==> src/rtl/bias_accumulator.sv <==
// -----------------------------------------------------------------------------
// bias_accumulator
//
// Sums a window of NUM_TERMS signed partial products coming from the MAC array.
// The per-channel bias is added once per window, captured together with the
// first term. The finished sum is narrowed to BIAS_WIDTH and held on a
// valid/ready output until the downstream quantization stage takes it. While
// a result is held, the input side is stalled, so the MAC stream is decoupled
// from downstream back-pressure.
//
// Configuration macro:
//   BIAS_ACC_SAT_EN  defined   -> the narrowed result saturates to the signed
//                                 BIAS_WIDTH range
//                    undefined -> the narrowed result keeps the low BIAS_WIDTH
//                                 bits (two's-complement wrap)
//   The macro changes only the narrowing. Timing and handshake are identical
//   in both builds.
//
// Widths BIAS_WIDTH / DATA_WIDTH come from the shared parameters header. The
// fallbacks below apply only when that header has not been seen.
//
// Ports:
//   clk        in   1           sole clock, rising edge
//   rst_n      in   1           synchronous active-low reset
//   in_valid   in   1           partial product present
//   in_ready   out  1           block accepts a partial product this cycle
//   in_psum    in   BIAS_WIDTH  signed partial product
//   bias       in   BIAS_WIDTH  signed bias, used with first term of a window
//   out_valid  out  1           result present
//   out_ready  in   1           downstream takes the result
//   out_data   out  BIAS_WIDTH  signed window result
// -----------------------------------------------------------------------------
`ifndef BIAS_WIDTH
`define BIAS_WIDTH 20
`endif
`ifndef DATA_WIDTH
`define DATA_WIDTH 8
`endif

module bias_accumulator #(
    parameter int NUM_TERMS = 9
) (
    input  logic                   clk,
    input  logic                   rst_n,
    input  logic                   in_valid,
    output logic                   in_ready,
    input  logic [`BIAS_WIDTH-1:0] in_psum,
    input  logic [`BIAS_WIDTH-1:0] bias,
    output logic                   out_valid,
    input  logic                   out_ready,
    output logic [`BIAS_WIDTH-1:0] out_data
);

    localparam int BW    = `BIAS_WIDTH;
    // Guard bits make the sum of bias plus NUM_TERMS terms overflow-free.
    localparam int ACC_W = BW + $clog2(NUM_TERMS + 1);
    localparam int CNT_W = (NUM_TERMS > 2) ? $clog2(NUM_TERMS) : 1;
    localparam logic [CNT_W-1:0] LAST_CNT = CNT_W'(NUM_TERMS - 1);

    typedef enum logic {
        ACCUM = 1'b0,
        HOLD  = 1'b1
    } state_t;

    state_t             state_reg, state_next;
    logic [ACC_W-1:0]   acc_reg, acc_next;
    logic [CNT_W-1:0]   cnt_reg, cnt_next;
    logic [BW-1:0]      out_data_reg, out_data_next;

    logic [ACC_W-1:0]   psum_ext;
    logic [ACC_W-1:0]   bias_ext;
    logic [ACC_W-1:0]   base;
    logic [ACC_W-1:0]   sum;
    logic [BW-1:0]      fit_sum;

    // Narrow the full-width sum to the output width.
    function automatic logic [BW-1:0] fit(input logic [ACC_W-1:0] value);
        logic [BW-1:0] result;
`ifdef BIAS_ACC_SAT_EN
        // The value fits only if every bit above the output sign bit
        // matches the top bit. Otherwise clamp towards the sign.
        if (value[ACC_W-1:BW-1] != {(ACC_W-BW+1){value[ACC_W-1]}}) begin
            if (value[ACC_W-1]) begin
                result = {1'b1, {(BW-1){1'b0}}};
            end else begin
                result = {1'b0, {(BW-1){1'b1}}};
            end
        end else begin
            result = value[BW-1:0];
        end
`else
        result = value[BW-1:0];
`endif
        return result;
    endfunction

    // Datapath: the first term of a window starts from the bias instead of
    // the running sum, so no separate clear cycle is needed.
    always_comb begin
        psum_ext = {{(ACC_W-BW){in_psum[BW-1]}}, in_psum};
        bias_ext = {{(ACC_W-BW){bias[BW-1]}}, bias};
        base     = (cnt_reg == '0) ? bias_ext : acc_reg;
        sum      = base + psum_ext;
        fit_sum  = fit(sum);
    end

    // State and datapath registers.
    always_ff @(posedge clk) begin
        if (!rst_n) begin
            state_reg    <= ACCUM;
            acc_reg      <= '0;
            cnt_reg      <= '0;
            out_data_reg <= '0;
        end else begin
            state_reg    <= state_next;
            acc_reg      <= acc_next;
            cnt_reg      <= cnt_next;
            out_data_reg <= out_data_next;
        end
    end

    // Next-state logic.
    always_comb begin
        state_next    = state_reg;
        acc_next      = acc_reg;
        cnt_next      = cnt_reg;
        out_data_next = out_data_reg;

        case (state_reg)
            ACCUM: begin
                if (in_valid) begin
                    acc_next = sum;
                    if (cnt_reg == LAST_CNT) begin
                        cnt_next      = '0;
                        out_data_next = fit_sum;
                        state_next    = HOLD;
                    end else begin
                        cnt_next = cnt_reg + 1'b1;
                    end
                end
            end
            HOLD: begin
                // Input side is stalled. out_data stays put until taken.
                if (out_ready) begin
                    state_next = ACCUM;
                end
            end
            default: begin
                state_next = ACCUM;
            end
        endcase
    end

    // Handshake outputs are a direct decode of the state flop.
    assign in_ready  = (state_reg == ACCUM);
    assign out_valid = (state_reg == HOLD);
    assign out_data  = out_data_reg;

endmodule

==> config.mk <==
export PLATFORM = sky130hd
export DESIGN_NAME = bias_accumulator
export DESIGN_NICKNAME = d
export VERILOG_FILES = /design/src/rtl/bias_accumulator.sv
export SDC_FILE = /design/constraint.sdc
export NUM_CORES = 1
export LEC_CHECK = 0
export BUFFER_PORTS_ARGS = -buffer_cell sky130_fd_sc_hd__clkbuf_2
export CAP_MARGIN = 20
export CORE_MARGIN = 3
export CORE_UTILIZATION = 35
export CTS_CLUSTER_SIZE = 8
export DETAILED_ROUTE_END_ITERATION = 10
export GPL_TIMING_DRIVEN = 1
export PLACE_DENSITY = 0.59
export REMOVE_ABC_BUFFERS = 1
export SYNTH_ARGS = -nofsm -noshare
export SYNTH_HDL_FRONTEND = slang
export SYNTH_SLANG_ARGS = --single-unit
==> constraint.sdc <==
create_clock -name clk -period 3.9 [get_ports clk]
set_input_delay 0.39 -clock clk [delete_from_list [all_inputs] [get_ports clk]]
set_output_delay 0.39 -clock clk [all_outputs]
set_load 0.02 [all_outputs]
==> results_dict.tcl, run 1 <==
set metrics [dict create \
    synthDistinctLibCells 50 \
    die_area_sq_um 9662 \
    clockBufferDepth 2 \
    crit_start "cnt_reg[0]" \
    drt-initial-drc-count 106 \
    holdCritStartpoint "out_ready" \
    grt_antenna_before_repair 0 \
    tns_ps 0 \
    dp.cells 528 \
    dpl-instance-area_sq_um 3413 \
    cts_tree "done" \
    area_growth_pct 18.51 \
    via_count 2889 \
    port_buffers 65 \
    p_switching_uw 446.2 \
    grt_pass1_wl_mm 13.05 \
    grt_max_degree 40 \
    r2r_slack_ps 670 \
    post-cts-setup-buffer-count 0 \
    cts_hold_buf 0 \
    htree_num_levels 2 \
    comb_power_share 0.333 \
    synthFlopType "dfxtp_1" \
    peakVddDrop_mv 0.1924 \
    min_period_ps 3234 \
    r2r-start "cnt_reg[0]" \
    postRouteAntennaNets 0 \
    power_frac_seq 0.379 \
    first_global_vias 2656 \
    finClkSkew_ps 13.87 \
    ys_top_cells_by_count "nand2_1 (56), dfxtp_1 (45), nand3_1 (34), a21oi_1 (33), ha_1 (21)" \
    maxCapViolCount 0 \
    reg2regPathDepth 11 \
    synth_top_area_frac 0.3021 \
    fin_nets 496 \
    p_sw_frac 0.3327 \
    rsz0062_at_grt "no" \
    period_share 0.8291 \
    track_usage 0.1654 \
    pre_cts_ws_ps 687.3 \
    crit_type "reg -> reg" \
    critPathArrivalTime_ps 3420 \
    drc_errors 0 \
    syn-instance-count 371 \
    end_kind "flip-flop" \
    globalRoute.totalOverflow 0 \
    post_route_cells_drive_above_1_share 0.2483 \
    vias_per_cell 5.390 \
    worstMarginPinSlew_ps 776.0 \
    syn_area_sq_um 2982 \
    hp-class "in -> reg" \
    clock_latency_ps 310 \
    pwr-share-clk 0.288 \
    worst_slack_ps 666.4 \
    crit_fanout 11 \
    hpwlAfterDp_mm 6.011 \
    synth_seq_cells 45 \
    synth_most_common_cell "nand2_1" \
    timing.fmax_mhz 309.3 \
    clk_pin_slew_ps 90 \
    yosys_warnings 0 \
    fp.dieW_um 98.30 \
    maxSlewViolCount 0 \
    cp-start-kind "flip-flop" \
    powerDensity_nw_per_um2 379.5 \
    core_sq_um 8258 \
    synth.area.top_cells "dfxtp_1 (30%), ha_1 (8.8%), mux2_2 (7.2%)" \
    clock-sinks 45 \
    hold_viol 0 \
    pin_count 66 \
    wl_per_cell_um 14.84 \
    synth-async-reset-ratio 0 \
    routabilityCongestion 0.8432 \
    intPower_uw 894.9 \
    ys_seq_area_frac 0.3021 \
    antenna_cells 0 \
    postLayoutCellArea_sq_um 3533 \
    cts_resized 0 \
    clock-root-buffer "clkbuf_8" \
    fin_util 0.4279 \
    setup_viol 0 \
    die_h_um 98.30 \
    rows 33 \
    relSlewSlack 0.4827 \
    syn_area_per_cell_sq_um 8.037 \
    cts_buffers 5 \
    initial_utilization 0.3611 \
    dr.pass1.iters 4 \
    drt-total-wl_mm 7.953 \
    synth_edf_count 0 \
    outcome "finished, final reports clean" \
    cp.required_ps 4090 \
    synth_area_leader_cell "dfxtp_1" \
    crit_end "acc_reg[16]" \
    final-instance-count-excl-fill 536 \
    rr_endpoint "acc_reg[16]" \
    leakagePower_nw 1.469 \
]
## metal layers
layer | global-route usage | vias up | wire length (um)
met5 | 0 | - | 0
met4 | 0.04517 | 0 | 157
met3 | 0.03357 | 11 | 374
met2 | 0.2663 | 67 | 3675
met1 | 0.2252 | 1339 | 3746
li1 | - | 1472 | -
## worst min path at each step
stage,endpoint,slack [ps],depth (start not counted)
after floorplan,acc_reg[0],430,2
after global placement,acc_reg[6],440,2
after detailed placement,acc_reg[5],440,2
after CTS,out_valid,370,3
after global routing,out_valid,370,3
final,out_valid,370,3
## cells in the final DEF (no fill, tap or decap), types with 3 or more instances in the layout
master and n:
a211oi_1 3, a21o_1 3, a21oi_1 33, and2_1 4, and3_1 3, buf_4 6
clkbuf_2 65, clkbuf_8 6, dfxtp_1 45, ha_1 21, inv_1 9, mux2_2 19
nand2_1 56, nand2b_1 6, nand3_1 34, nand4_1 6, nor2_1 19, nor2b_1 5
nor3_1 4, o211a_1 3, o21a_1 3, o21ai_0 17, o311ai_0 12, or3_1 4
xnor2_1 6, xor2_1 3
## layout make-up
| class | count | area (sq um) |
|---|---|---|
| fill | 852 | 4725 |
| multi-input combinational | 298 | 1977 |
| sequential | 45 | 900.9 |
| timing repair buffer | 71 | 370.4 |
| tap | 105 | 131.4 |
| clock buffer | 6 | 82.58 |
| clock inverter | 2 | 37.54 |
| inverter | 9 | 33.78 |
## stage by stage
step                power, mW  hold slack, ps
finish                  1.341           365.4
global route            1.429           373.9
CTS                     1.349           365.1
detailed placement     0.9629           443.9
global placement       0.9589           440.2
floorplan              0.8501           433.8
## power groups by stage
stage	registers, mW	clock network [mW]	logic (mW)
after floorplan	0.513	0	0.337
after global placement	0.519	0	0.440
after detailed placement	0.519	0	0.444
after CTS	0.508	0.393	0.447
after global routing	0.512	0.411	0.506
final	0.508	0.386	0.447
## critical path, cell delays in order, from the launching register on
cell      delay, ps
dfxtp_1         340
inv_1            80
ha_1            140
nor3b_2         180
buf_4           250
mux2_2          350
ha_1            370
a21oi_4         220
o21ai_0         140
a311oi_2        470
a311oi_2        210
o311ai_0        360
## cell families after synthesis
logic type | synth area share
and+or+nand+nor | 0.2413
AOI/OAI and AO/OA | 0.2203
DFF | 0.3021
buffers and inverters | 0.03651
adders and majority gates | 0.09484
muxes | 0.07847
xor gates and xnor gates | 0.02644
No activity file was read; power rests on OpenSTA's default activity.
==> run 2, diff against run 1 <==
Settings changed: PLACE_DENSITY 0.59 to 0.61.
Clock period 3.9 ns to 2.93 ns, I/O delays scaled along.
==> run 2 against run 1 <==
Net effect: the run now ends with setup timing left; largest cell class unchanged; critical path depth up 3; sequential cell count unchanged; worst hold slack worse by 110 ps; routed wire length up 12%; final area up 23%; worst setup slack worse by 720 ps; via count up 6.7%.
==> results_dict.tcl, run 2 (same netlist as run 1, synthesis figures left out) <==
set metrics [dict create \
    outcome "complete, but fails checks" \
    violations "setup timing" \
    postRouteAntennaNets 0 \
    clock-root-buffer "clkbuf_8" \
    clockBufferDepth 2 \
    pin_count 66 \
    cp-start-kind "flip-flop" \
    die_area_sq_um 9662 \
    drt-initial-drc-count 120 \
    grt_antenna_before_repair 0 \
    first_global_vias 3031 \
    worstMarginPinSlew_ps 624.8 \
    final_cell_mix "clkbuf_2 (65), nand2_1 (53), dfxtp_1 (43), buf_4 (39), nand3_1 (30)" \
    register_area_sq_um 903.4 \
    pre_cts_ws_ps -174.0 \
    track_usage 0.1766 \
    rows 33 \
    grt_max_degree 28 \
    core_sq_um 8258 \
    wl_met1_mm 3.926 \
    final_common_cell "clkbuf_2" \
    nFillCells 756 \
    routabilityCongestion 0.8726 \
    globalRoute.totalOverflow 0 \
    hold_viol 0 \
    postLayoutCellArea_sq_um 4332 \
    maxCapViolCount 0 \
    worst_slack_ps -50.62 \
    timing.fmax_mhz 335.5 \
    powerDensity_nw_per_um2 462.7 \
    htree_num_levels 2 \
    antenna_cells 0 \
    min_period_ps 2981 \
    cts_buffers 5 \
    min_to "out_valid" \
    end_kind "flip-flop" \
    peakVddDrop_mv 0.2263 \
    reg2regPathDepth 14 \
    dr.pass1.iters 4 \
    hp-class "in -> reg" \
    wl_per_cell_um 15.45 \
    via_count 3083 \
    met3_length_um 383 \
    hpwlAfterDp_mm 6.167 \
    drc_errors 0 \
    cts_hold_buf 0 \
    clk_pin_slew_ps 90 \
    drt-total-wl_mm 8.915 \
    leakagePower_nw 1.785 \
    fp.dieW_um 98.30 \
    die_h_um 98.30 \
    rsz0062_at_grt "yes" \
    vias_per_cell 5.343 \
    crit_type "reg -> reg" \
    cp.required_ps 3100 \
    p_total_mw 2.004 \
    finClkSkew_ps 9.368 \
    maxSlewViolCount 0 \
    initial_utilization 0.3611 \
    wl_met2_mm 4.494 \
    grt_pass1_wl_mm 14.15 \
    cts_tree "done" \
    multi_input_comb_area_sq_um 2456 \
    crit_fanout 7 \
    rr_endpoint "acc_reg[10]" \
    clock_latency_ps 310 \
    tns_ps -157.8 \
    relSlewSlack 0.5824 \
    holdCritStartpoint "out_ready" \
    clock-sinks 45 \
    dpl-instance-area_sq_um 3651 \
    period_share 1.017 \
    r2r-start "cnt_reg[0]" \
    critPathArrivalTime_ps 3150 \
    min_delay_path_depth 3 \
    post_route_cells_drive_above_1_share 0.4343 \
    dr.max_layer_used "met4" \
    port_buffers 65 \
    r2r_slack_ps -50 \
    fin_nets 537 \
    setup_viol 9 \
    area_growth_pct 45.28 \
]
run 2: report_power, final:
part | leakage, nW | switching, mW | internal [mW]
sequential | 0.367 | 0.0209 | 0.655
clock | 0.0439 | 0.234 | 0.165
combinational | 1.37 | 0.461 | 0.468
run 2: worst max path at each step:
| stage | to | slack [ps] | from | depth (start not counted) |
|---|---|---|---|---|
| 2_1_floorplan | out_data[12] | -1250 | cnt_reg[0] | 13 |
| 3_3_place_gp | acc_reg[10] | -100 | cnt_reg[0] | 12 |
| 3_5_place_dp | out_data[10] | -170 | cnt_reg[0] | 12 |
| 4_1_cts | out_data[8] | -50 | cnt_reg[0] | 14 |
| 5_1_grt | acc_reg[10] | -200 | cnt_reg[0] | 14 |
| 6_report | acc_reg[10] | -50 | cnt_reg[0] | 14 |
run 2: final cells by class:
class                      instances  area share
sequential                        45      0.2086
clock inverter                     3    0.004044
clock buffer                       5     0.01589
multi-input combinational        298      0.5670
timing repair buffer             112      0.1664
inverter                           9    0.007799
tap                              105     0.03033
run 2: per-layer routing:
layer  vias up  global-route usage
li1       1557                   -
met1      1448              0.2195
met2        66              0.3162
met3        12             0.03500
met4         0             0.03571
met5         -                   0
run 2: per-stage QoR:
step | instances | util | hold WS, ps
after floorplan | 352 | - | 414.7
after global placement | 558 | 0.4421 | 440.8
after detailed placement | 558 | 0.4421 | 445.6
after CTS | 576 | 0.4955 | 250.1
after global routing | 577 | 0.5245 | 285.1
final | 577 | 0.5245 | 251.2
run 2: repair_timing:
item | 4_1_cts | 5_1_grt
setup endpoints to repair | 23 | 28
gates resized for setup | 55 | 61
cloned | 1 | 0
buffers inserted | 9 | 2
pin swaps | 24 | 36
run 2: worst max-delay path, cell delays in order (launching register included):
cell	delay [ps]
dfxtp_2	330
inv_2	70
ha_4	120
nor3b_4	250
buf_12	170
mux2_4	310
ha_4	160
inv_2	50
fa_2	200
nor2b_2	50
o211a_1	240
o31a_1	370
o21bai_4	230
and2_4	190
o311ai_1	90
